### src/rtl/seg_display_arbiter.sv
// -----------------------------------------------------------------------------
// seg_display_arbiter
//
// Purpose:
//   Shares a 4-digit seven-segment display between two value sources.
//   Source A is the default owner. Source B pre-empts A on request and
//   keeps the display for at least HOLD_CYCLES clocks. The selected value is
//   saturated to 9999 and converted to BCD with a sequential shift-add-3
//   (double dabble) engine. The result is latched whole and then scanned
//   onto the digit enables at a prescaled refresh rate.
//
// Parameters:
//   REFRESH_DIV  clk cycles per digit slot (>= 2)
//   HOLD_CYCLES  minimum clk cycles source B owns the display (>= 1)
//   VAL_W        width of both value inputs (max displayed value 9999)
//
// Ports:
//   clk        in   system clock
//   rst        in   synchronous active-high reset
//   val_a      in   source A value (default owner)
//   req_b      in   source B display request (level)
//   val_b      in   source B value
//   owner_b    out  1 = source B currently owns the display
//   bcd_valid  out  one-cycle pulse when a new BCD result is latched
//   AN         out  active-low digit enables, AN[0] = ones digit
//   digit      out  BCD nibble for the enabled digit
//
// Build option:
//   LZ_BLANK_EN  when defined, leading zeros are blanked (AN slot = 1,
//                digit = 0). The ones digit is never blanked.
// -----------------------------------------------------------------------------
module seg_display_arbiter #(
    parameter int REFRESH_DIV = 2500,
    parameter int HOLD_CYCLES = 100000,
    parameter int VAL_W       = 14
) (
    input  logic             clk,
    input  logic             rst,
    input  logic [VAL_W-1:0] val_a,
    input  logic             req_b,
    input  logic [VAL_W-1:0] val_b,
    output logic             owner_b,
    output logic             bcd_valid,
    output logic [3:0]       AN,
    output logic [3:0]       digit
);

    // -------------------------------------------------------------------------
    // Local constants
    // -------------------------------------------------------------------------
    localparam int HOLD_W  = $clog2(HOLD_CYCLES + 1);
    localparam int PRESC_W = $clog2(REFRESH_DIV);
    localparam int CNT_W   = $clog2(VAL_W + 1);
    localparam int MAX_DISP = 9999;

    localparam logic [HOLD_W-1:0]  HOLD_RELOAD = HOLD_W'(HOLD_CYCLES - 1);
    localparam logic [PRESC_W-1:0] PRESC_LAST  = PRESC_W'(REFRESH_DIV - 1);
    localparam logic [CNT_W-1:0]   SHIFT_LAST  = CNT_W'(VAL_W - 1);
    localparam logic [VAL_W-1:0]   SAT_VALUE   = VAL_W'(MAX_DISP);

    typedef enum logic [1:0] {
        S_LOAD  = 2'd0,
        S_SHIFT = 2'd1,
        S_DONE  = 2'd2
    } conv_state_t;

    // -------------------------------------------------------------------------
    // Arbitration state
    // -------------------------------------------------------------------------
    logic              r_owner_b;
    logic [HOLD_W-1:0] r_hold_cnt;

    // -------------------------------------------------------------------------
    // Conversion state
    // -------------------------------------------------------------------------
    conv_state_t       r_state;
    logic [VAL_W-1:0]  r_bin;       // sampled binary, MSB consumed first
    logic [15:0]       r_bcd_sr;    // working BCD shift register
    logic [CNT_W-1:0]  r_bit_cnt;   // shift steps taken in this conversion
    logic [15:0]       r_bcd;       // last complete result, shown on display
    logic              r_bcd_valid;

    // -------------------------------------------------------------------------
    // Scan state
    // -------------------------------------------------------------------------
    logic [PRESC_W-1:0] r_presc;
    logic [1:0]         r_scan_idx;
    logic [3:0]         r_an;
    logic [3:0]         r_digit;

    // -------------------------------------------------------------------------
    // Combinational helpers
    // -------------------------------------------------------------------------
    logic [VAL_W-1:0] w_sel;
    logic [VAL_W-1:0] w_sat;
    logic [15:0]      w_bcd_adj;
    logic [3:0]       w_nibble;
    logic [3:0]       w_an_slot;
    logic             w_blank;

    // Source select and clamp to the largest 4-digit value.
    assign w_sel = r_owner_b ? val_b : val_a;
    assign w_sat = (32'(w_sel) > 32'(MAX_DISP)) ? SAT_VALUE : w_sel;

    // Add-3 correction applied to every nibble before each shift, so that a
    // nibble >= 5 carries correctly into the next decade after doubling.
    always_comb begin
        // NOTE: every signal assigned in always_comb gets a default first so
        // no path leaves it unassigned, which would infer a latch.
        w_bcd_adj = r_bcd_sr;
        for (int n = 0; n < 4; n++) begin
            if (r_bcd_sr[4*n +: 4] >= 4'd5) begin
                w_bcd_adj[4*n +: 4] = r_bcd_sr[4*n +: 4] + 4'd3;
            end
        end
    end

    // Nibble and enable pattern for the current scan slot.
    always_comb begin
        w_nibble  = 4'd0;
        w_an_slot = 4'b1111;
        case (r_scan_idx)
            2'd0: begin w_nibble = r_bcd[3:0];   w_an_slot = 4'b1110; end
            2'd1: begin w_nibble = r_bcd[7:4];   w_an_slot = 4'b1101; end
            2'd2: begin w_nibble = r_bcd[11:8];  w_an_slot = 4'b1011; end
            default: begin w_nibble = r_bcd[15:12]; w_an_slot = 4'b0111; end
        endcase
    end

`ifdef LZ_BLANK_EN
    // A slot is a leading zero when it and every more-significant nibble are
    // zero. The ones slot always shows, so a value of 0 reads as "0".
    always_comb begin
        w_blank = 1'b0;
        case (r_scan_idx)
            2'd1:    w_blank = (r_bcd[15:4]  == 12'd0);
            2'd2:    w_blank = (r_bcd[15:8]  == 8'd0);
            2'd3:    w_blank = (r_bcd[15:12] == 4'd0);
            default: w_blank = 1'b0;
        endcase
    end
`else
    assign w_blank = 1'b0;
`endif

    // -------------------------------------------------------------------------
    // Arbitration: B is granted on request and then held for HOLD_CYCLES.
    // The hold only re-arms at expiry, so dropping req_b early never shortens
    // the current hold window.
    // -------------------------------------------------------------------------
    always_ff @(posedge clk) begin
        // NOTE: sequential state uses non-blocking assignments so every
        // register samples the pre-edge values of the others.
        if (rst) begin
            r_owner_b  <= 1'b0;
            r_hold_cnt <= '0;
        end else if (!r_owner_b) begin
            if (req_b) begin
                r_owner_b  <= 1'b1;
                r_hold_cnt <= HOLD_RELOAD;
            end
        end else if (r_hold_cnt != '0) begin
            r_hold_cnt <= r_hold_cnt - 1'b1;
        end else if (req_b) begin
            r_hold_cnt <= HOLD_RELOAD;
        end else begin
            r_owner_b <= 1'b0;
        end
    end

    // -------------------------------------------------------------------------
    // Conversion FSM: LOAD (1) -> SHIFT (VAL_W) -> DONE (1), free running.
    // The owner is only consulted in LOAD, so an ownership change never
    // disturbs a conversion in flight, and r_bcd is written only from DONE
    // so it never holds a partial result.
    // -------------------------------------------------------------------------
    always_ff @(posedge clk) begin
        if (rst) begin
            r_state     <= S_LOAD;
            r_bin       <= '0;
            r_bcd_sr    <= '0;
            r_bit_cnt   <= '0;
            r_bcd       <= '0;
            r_bcd_valid <= 1'b0;
        end else begin
            r_bcd_valid <= 1'b0;
            case (r_state)
                S_LOAD: begin
                    r_bin     <= w_sat;
                    r_bcd_sr  <= '0;
                    r_bit_cnt <= '0;
                    r_state   <= S_SHIFT;
                end
                S_SHIFT: begin
                    r_bcd_sr <= {w_bcd_adj[14:0], r_bin[VAL_W-1]};
                    r_bin    <= r_bin << 1;
                    if (r_bit_cnt == SHIFT_LAST) begin
                        r_state <= S_DONE;
                    end else begin
                        r_bit_cnt <= r_bit_cnt + 1'b1;
                    end
                end
                S_DONE: begin
                    r_bcd       <= r_bcd_sr;
                    r_bcd_valid <= 1'b1;
                    r_state     <= S_LOAD;
                end
                default: begin
                    r_state <= S_LOAD;
                end
            endcase
        end
    end

    // -------------------------------------------------------------------------
    // Display scan. AN/digit are registered from the current slot index, so
    // they trail the index by one clock; a new r_bcd shows on the next clock.
    // -------------------------------------------------------------------------
    always_ff @(posedge clk) begin
        if (rst) begin
            r_presc    <= '0;
            r_scan_idx <= 2'd0;
            r_an       <= 4'b1111;
            r_digit    <= 4'd0;
        end else begin
            if (r_presc == PRESC_LAST) begin
                r_presc    <= '0;
                r_scan_idx <= r_scan_idx + 2'd1;   // 3 wraps to 0
            end else begin
                r_presc <= r_presc + 1'b1;
            end

            if (w_blank) begin
                r_an    <= 4'b1111;
                r_digit <= 4'd0;
            end else begin
                r_an    <= w_an_slot;
                r_digit <= w_nibble;
            end
        end
    end

    // -------------------------------------------------------------------------
    // Outputs
    // -------------------------------------------------------------------------
    assign owner_b   = r_owner_b;
    assign bcd_valid = r_bcd_valid;
    assign AN        = r_an;
    assign digit     = r_digit;

endmodule

### config.mk
export PLATFORM = sky130hd
export DESIGN_NAME = seg_display_arbiter
export DESIGN_NICKNAME = d
export VERILOG_FILES = /design/src/rtl/seg_display_arbiter.sv
export SDC_FILE = /design/constraint.sdc
export NUM_CORES = 1
export LEC_CHECK = 0
export CORE_AREA = 3 3 117 119
export CTS_CLUSTER_DIAMETER = 200
export DETAILED_ROUTE_END_ITERATION = 6
export DIE_AREA = 0 0 120 122
export PLACE_DENSITY = 0.55
export SYNTH_ARGS = -nofsm -noshare
export SYNTH_HDL_FRONTEND = slang
export SYNTH_SLANG_ARGS = --single-unit
export TNS_END_PERCENT = 30
### constraint.sdc
create_clock -name clk -period 2.5 [get_ports clk]
set_input_delay 0.5 -clock clk [delete_from_list [all_inputs] [get_ports clk]]
set_output_delay 0.5 -clock clk [all_outputs]
set_load 0.005 [all_outputs]
==> flow_metrics.env, run 1 <==
export IMPL_relSlewSlack_pct=46.17
export IMPL_die_height_um=122
export IMPL_hp_class="register to register"
export IMPL_synthCells=532
export IMPL_overflow=0
export IMPL_ys_ff_latch=93
export IMPL_final_common_cell="dfxtp_1"
export IMPL_worst_pin_slew_ps=804.4
export IMPL_hold_violations=0
export IMPL_grt_pass1_wl_mm=17.05
export IMPL_gp_congestion=0.8029
export IMPL_critical_path_class="register to register"
export IMPL_post_drt_wl_per_cell_um=13.50
export IMPL_synth_cell_types=54
export IMPL_post_cts_setup_buffer_count=0
export IMPL_maxCapViolCount=0
export IMPL_drc=0
export IMPL_power_density_nw_per_um2=630.8
export IMPL_synth_main_ff_cell="dfxtp_1"
export IMPL_yosysSeqAreaShare_pct=41.72
export IMPL_ant_nets=0
export IMPL_start_util_pct=35.22
export IMPL_cts_root_buf="clkbuf_16"
export IMPL_max_freq_ghz=0.4694
export IMPL_syn_area_per_cell_um2=8.389
export IMPL_clock_sinks=93
export IMPL_grt_pass1_vias=3604
export IMPL_fill_cells=1315
export IMPL_synth_nets=580
export IMPL_fin_crit_sh_pct=85.21
export IMPL_vdd_drop_max_mv=0.3416
export IMPL_final_setup_tns_ps=0
export IMPL_nets=609
export IMPL_layout_min_cycle_time_ps=2130
export IMPL_cp_arrival_ps=2370
export IMPL_wl_mm=9.966
export IMPL_io_pins=41
export IMPL_port_buffers=40
export IMPL_maxSlewViolCount=0
export IMPL_cp_required_ps=2740
export IMPL_cts_buffers=9
export IMPL_drive_above_1_share_pct=6.360
export IMPL_syn_cell_area_um2=4463
export IMPL_crit_path_end_kind="register"
export IMPL_setup_viol=0
export IMPL_cts_resized=0
export IMPL_yosysWarnings=0
export IMPL_post_dp_hpwl_mm=6.932
export IMPL_syn2layout_area_growth_pct=19.23
export IMPL_leakagePower_nw=1.991
export IMPL_worst_slack_ps=369.7
export IMPL_clock_latency_ps=340
export IMPL_pre_cts_slack_ps=327.6
export IMPL_grt_usage_pct=14.15
export IMPL_finalClockSkew_ps=4.011
export IMPL_dr_pass1_iters=4
export IMPL_synth_edff_count=0
export IMPL_grt_max_degree=50
export IMPL_layout_common_cells="93 x dfxtp_1, 61 x nor2_1, 61 x nand2_1"
export IMPL_finalPower_mw=3.357
export IMPL_clockBufferDepth=2
export IMPL_cts_tree="built"
export IMPL_antenna_found_initial=0
export IMPL_cp_max_fo=12
export IMPL_via_per_inst=5.149
export IMPL_rsz0062_at_grt="false"
export IMPL_cp_start_kind="register"
export IMPL_hold_buffers=0
export IMPL_rows=41
export IMPL_path_clk_slew_ps=60
export IMPL_diodes=0
export IMPL_async_flop_share_pct=0
export IMPL_outcome="finished, final reports clean"
export IMPL_core_area_um2=12670
export IMPL_htree_levels=3
export IMPL_drtIter0Drc=194
export IMPL_final_core_util_pct=42.00
export IMPL_die_area_um2=14640
export IMPL_vias=3800
export IMPL_die_x_um=120
==> cell type report <==
type / instances / area [um^2] / share of cell area, %
repair buffers: 49 / 462.9 / 8.700
inverters: 19 / 71.32 / 1.340
flip-flops and latches: 93 / 1862 / 34.99
clock buffers: 11 / 232.7 / 4.373
multi-input cells: 389 / 2402 / 45.14
clock inverters: 5 / 75.07 / 1.411
well taps: 172 / 215.2 / 4.044
==> worst max-delay path, cell delays in order, from the launching register on <==
cell     delay [ps]
dfxtp_1         320
inv_1            80
ha_1            190
nor4b_1         160
and4_1          250
nor2_1          620
a21oi_1         140
o221a_1         270
==> power breakdown <==
| part | leakage (nW) | internal [mW] | total [mW] | switching, mW |
|---|---|---|---|---|
| Sequential | 0.757 | 1.53 | 1.57 | 0.0452 |
| Clock | 0.153 | 0.872 | 1.43 | 0.562 |
| Combinational | 1.08 | 0.156 | 0.349 | 0.192 |
| Total | 1.99 | 2.56 | 3.36 | 0.799 |
==> registers in the layout, summed over array words and instances, names as in the netlist, 2 cells and up <==
register    flops
r_bcd_sr       16
r_state         2
digit           4
r_scan_idx      2
r_bit_cnt       4
r_presc        12
r_bcd          16
r_bin          14
r_hold_cnt     17
AN              4
==> worst paths after layout <==
path	depth (start not counted)	slack (ps)	to	startpoint
setup / recovery	7	370	r_hold_cnt[4]	r_hold_cnt[0]
hold / removal	2	450	r_bcd[13]	r_bcd[13]
setup reg to reg	7	370	r_hold_cnt[4]	r_hold_cnt[0]
hold reg to reg	2	450	r_bcd[13]	r_bcd[13]
==> metrics by stage <==
| step | hold slack, ps | cells | cell area (um^2) |
|---|---|---|---|
| after floorplan | 435.7 | 532 | 4463 |
| after global placement | 444.3 | 722 | 5014 |
| after detailed placement | 446.7 | 722 | 5014 |
| after CTS | 455.5 | 738 | 5321 |
| after global routing | 474.3 | 738 | 5321 |
| final | 454.1 | 738 | 5321 |
==> synth_stat cells (all sizes together) (2+ instances only) <==
cell,instances,area (um^2)
xnor2,10,87.58
o21ai,24,120.1
and4,2,17.52
nand2b,6,37.54
a22oi,10,75.07
nand3b,5,37.54
nand2,62,235.2
a32oi,3,26.28
a311oi,2,17.52
mux2i,13,130.1
a21oi,54,281.5
nand4,8,56.30
or3,2,12.51
nor3,10,50.05
a21o,6,45.04
a31oi,4,25.02
a211o,2,17.52
ha,17,212.7
a211oi,5,37.54
mux2,5,56.30
o32ai,6,52.55
nor2b,3,18.77
nor2,61,229.0
inv,19,71.32
o211a,2,20.02
and3,8,50.05
nor3b,4,30.03
nand3,15,75.07
nor4b,4,35.03
or4,2,15.01
clkbuf,26,97.59
buf,5,30.02
dfxtp,93,1862
nor4,8,71.32
a222oi,4,40.04
xor2,11,96.34
or2,3,18.77
==> per-layer routing <==
metal	GRT usage, %	routed length, um	vias to the layer above
li1	-	-	1947
met1	18.69	4882	1794
met2	22.62	4614	46
met3	2.786	298	13
met4	6.013	171	0
met5	0	0	-
==> cells by family (layout without fill, tap and decap cells) <==
| family | after synthesis | after routing | share of synthesized area, % |
|---|---|---|---|
| simple gates | 205 | 205 | 22.60 |
| xor+xnor | 21 | 21 | 4.121 |
| fa+ha+maj | 17 | 17 | 4.766 |
| flops | 93 | 93 | 41.72 |
| compound gates | 128 | 128 | 18.17 |
| buf+inv | 50 | 84 | 4.457 |
| mux | 18 | 18 | 4.177 |
Power figures use the tool's default switching activity.
==> run 2: changes to the inputs <==
--- a/config.mk
+++ b/config.mk
@@ -5,10 +5,10 @@
 export SDC_FILE = /design/constraint.sdc
 export NUM_CORES = 1
 export LEC_CHECK = 0
-export CORE_AREA = 3 3 117 119
+export CORE_AREA = 8 8 122 124
 export CTS_CLUSTER_DIAMETER = 200
 export DETAILED_ROUTE_END_ITERATION = 6
-export DIE_AREA = 0 0 120 122
+export DIE_AREA = 0 0 130 132
 export PLACE_DENSITY = 0.55
 export SYNTH_ARGS = -nofsm -noshare
 export SYNTH_HDL_FRONTEND = slang
==> constraint.sdc (replaced) <==
create_clock -name clk -period 2.5 [get_ports clk]
set_input_delay 0.25 -clock clk [delete_from_list [all_inputs] [get_ports clk]]
set_output_delay 0.25 -clock clk [all_outputs]
set_load 0.005 [all_outputs]
==> run 2 against run 1 <==
Fmax shrank 1.4%. Clock power grew 5%. Global-route usage shrank 2.3 points. Highest routed layer unchanged.
==> flow_metrics.env, run 2 (synthesized netlist as in run 1, its figures left out) <==
export IMPL_worst_pin_slew_ps=1171
export IMPL_via_per_inst=5.095
export IMPL_hold_buffers=0
export IMPL_wl_mm=9.911
export IMPL_layout_min_cycle_time_ps=2161
export IMPL_grt_pass1_wl_mm=16.73
export IMPL_met1_usage_pct=13.70
export IMPL_worst_slack_ps=339.2
export IMPL_ff2ff_setup_slack_ps=340
export IMPL_critical_path_class="register to register"
export IMPL_dp_cells=724
export IMPL_pwr_share_comb_pct=10.0
export IMPL_pre_cts_slack_ps=374.4
export IMPL_reg_top3="r_hold_cnt: 17 flops, r_bcd: 16 flops, r_bcd_sr: 16 flops"
export IMPL_dr_pass1_iters=7
export IMPL_io_pins=41
export IMPL_cts_buffers=9
export IMPL_power_density_nw_per_um2=640.3
export IMPL_worst_r2r_cell_count=7
export IMPL_finalClockSkew_ps=6.140
export IMPL_post_drt_wl_per_cell_um=13.39
export IMPL_reg2reg_from="r_hold_cnt[0]"
export IMPL_vdd_drop_max_mv=0.3290
export IMPL_regMostFlops="r_hold_cnt"
export IMPL_switchingPower_mw=0.8034
export IMPL_largest_reg_flops=17
export IMPL_clockBufferDepth=2
export IMPL_port_buffers=40
export IMPL_layout_common_cells="93 x dfxtp_1, 61 x nor2_1, 61 x nand2_1"
export IMPL_grt_busiest_layer="met2"
export IMPL_holdPathEnd="r_hold_cnt[5]"
export IMPL_cts_resized=0
export IMPL_grt_pass1_vias=3633
export IMPL_p_int_mw=2.615
export IMPL_netSwitchingFraction_pct=23.50
export IMPL_drc=0
export IMPL_core_area_um2=12980
export IMPL_p_seq_share_pct=46.1
export IMPL_maxSlewViolCount=0
export IMPL_clock_sinks=93
export IMPL_cts_root_buf="clkbuf_16"
export IMPL_overflow=0
export IMPL_relSlewSlack_pct=21.76
export IMPL_rows=42
export IMPL_grt_usage_pct=11.86
export IMPL_die_area_um2=17160
export IMPL_worstHoldPathCells=2
export IMPL_drive_above_1_share_pct=6.383
export IMPL_diodes=0
export IMPL_instances_no_fill=740
export IMPL_finalPower_mw=3.418
export IMPL_cp_max_fo=12
export IMPL_p_clk_share_pct=43.9
export IMPL_cp_arrival_ps=2390
export IMPL_ant_nets=0
export IMPL_htree_levels=3
export IMPL_final_setup_tns_ps=0
export IMPL_final_common_cell="dfxtp_1"
export IMPL_setup_viol=0
export IMPL_worstHoldStart="rst"
export IMPL_post_cts_setup_buffer_count=0
export IMPL_antenna_found_initial=0
export IMPL_post_dp_hpwl_mm=6.925
export IMPL_die_x_um=130
export IMPL_timing_rr_end="r_hold_cnt[4]"
export IMPL_cts_tree="built"
export IMPL_cp_start_kind="register"
export IMPL_vias=3770
export IMPL_hp_class="input port to register"
export IMPL_gp_congestion=0.7992
export IMPL_max_freq_ghz=0.4628
export IMPL_die_height_um=132
export IMPL_drtIter0Drc=246
export IMPL_clock_latency_ps=340
export IMPL_cp_required_ps=2730
export IMPL_crit_path_end_kind="register"
export IMPL_met2_usage_pct=20.03
export IMPL_nets=607
export IMPL_start_util_pct=34.38
export IMPL_syn2layout_area_growth_pct=19.62
export IMPL_leakagePower_nw=1.994
export IMPL_fin_crit_sh_pct=86.43
export IMPL_hold_violations=0
export IMPL_rsz0062_at_grt="false"
export IMPL_outcome="finished, final reports clean"
export IMPL_grt_max_degree=64
export IMPL_path_clk_slew_ps=60
export IMPL_fill_cells=1336
export IMPL_maxCapViolCount=0
export IMPL_met3_usage_pct=3.803
## run 2: stage by stage
stage,hold slack (ps),util (%),cell area (um^2)
2_1_floorplan,380.3,-,4463
3_3_place_gp,443.6,38.55,5004
3_5_place_dp,446.9,38.55,5004
4_1_cts,229.6,41.13,5339
5_1_grt,248.7,41.13,5339
6_report,244.0,41.13,5339
## run 2: layout make-up
| type | instances | area [um^2] | share of cell area (%) |
|---|---|---|---|
| inverter | 19 | 71.32 | 1.336 |
| timing repair buffer | 47 | 447.9 | 8.390 |
| clock inverter | 5 | 82.58 | 1.547 |
| tap | 176 | 220.2 | 4.125 |
| sequential | 93 | 1862 | 34.87 |
| clock buffer | 11 | 252.7 | 4.734 |
| multi-input combinational | 389 | 2402 | 45.00 |
## run 2: power groups by stage
stage                     registers (mW)  logic, mW  clock network (mW)
final                               1.58      0.341                1.50
after global placement              1.61      0.341                   0
after CTS                           1.58      0.343                1.55
after global routing                1.58      0.380                1.62
after floorplan                     1.60      0.236                   0
after detailed placement            1.61      0.342                   0
## run 2: how the worst max path moves through the flow
| stage | startpoint | end | slack, ps | cells after the start |
|---|---|---|---|---|
| floorplan | r_hold_cnt[0] | r_hold_cnt[13] | 710 | 7 |
| global placement | val_a[7] | r_bin[0] | 360 | 6 |
| detailed placement | r_hold_cnt[11] | r_hold_cnt[4] | 370 | 5 |
| CTS | r_hold_cnt[11] | r_hold_cnt[4] | 360 | 5 |
| global route | r_hold_cnt[0] | r_hold_cnt[4] | 200 | 7 |
| finish | r_hold_cnt[0] | r_hold_cnt[4] | 340 | 7 |
## run 2: worst max-delay path, cell delays in order, from the launching register on
cell and delay, ps:
dfxtp_1 320, inv_1 80, ha_1 190, nor4b_1 150
and4_1 240, nor2_1 640, a21oi_1 160, o221a_1 280
## run 2: metal layers
layer | vias up | part of all wire, %
met3 | 9 | 3.3
met2 | 45 | 50
met4 | 0 | 1.1
li1 | 1942 | -
met1 | 1774 | 46
met5 | - | 0
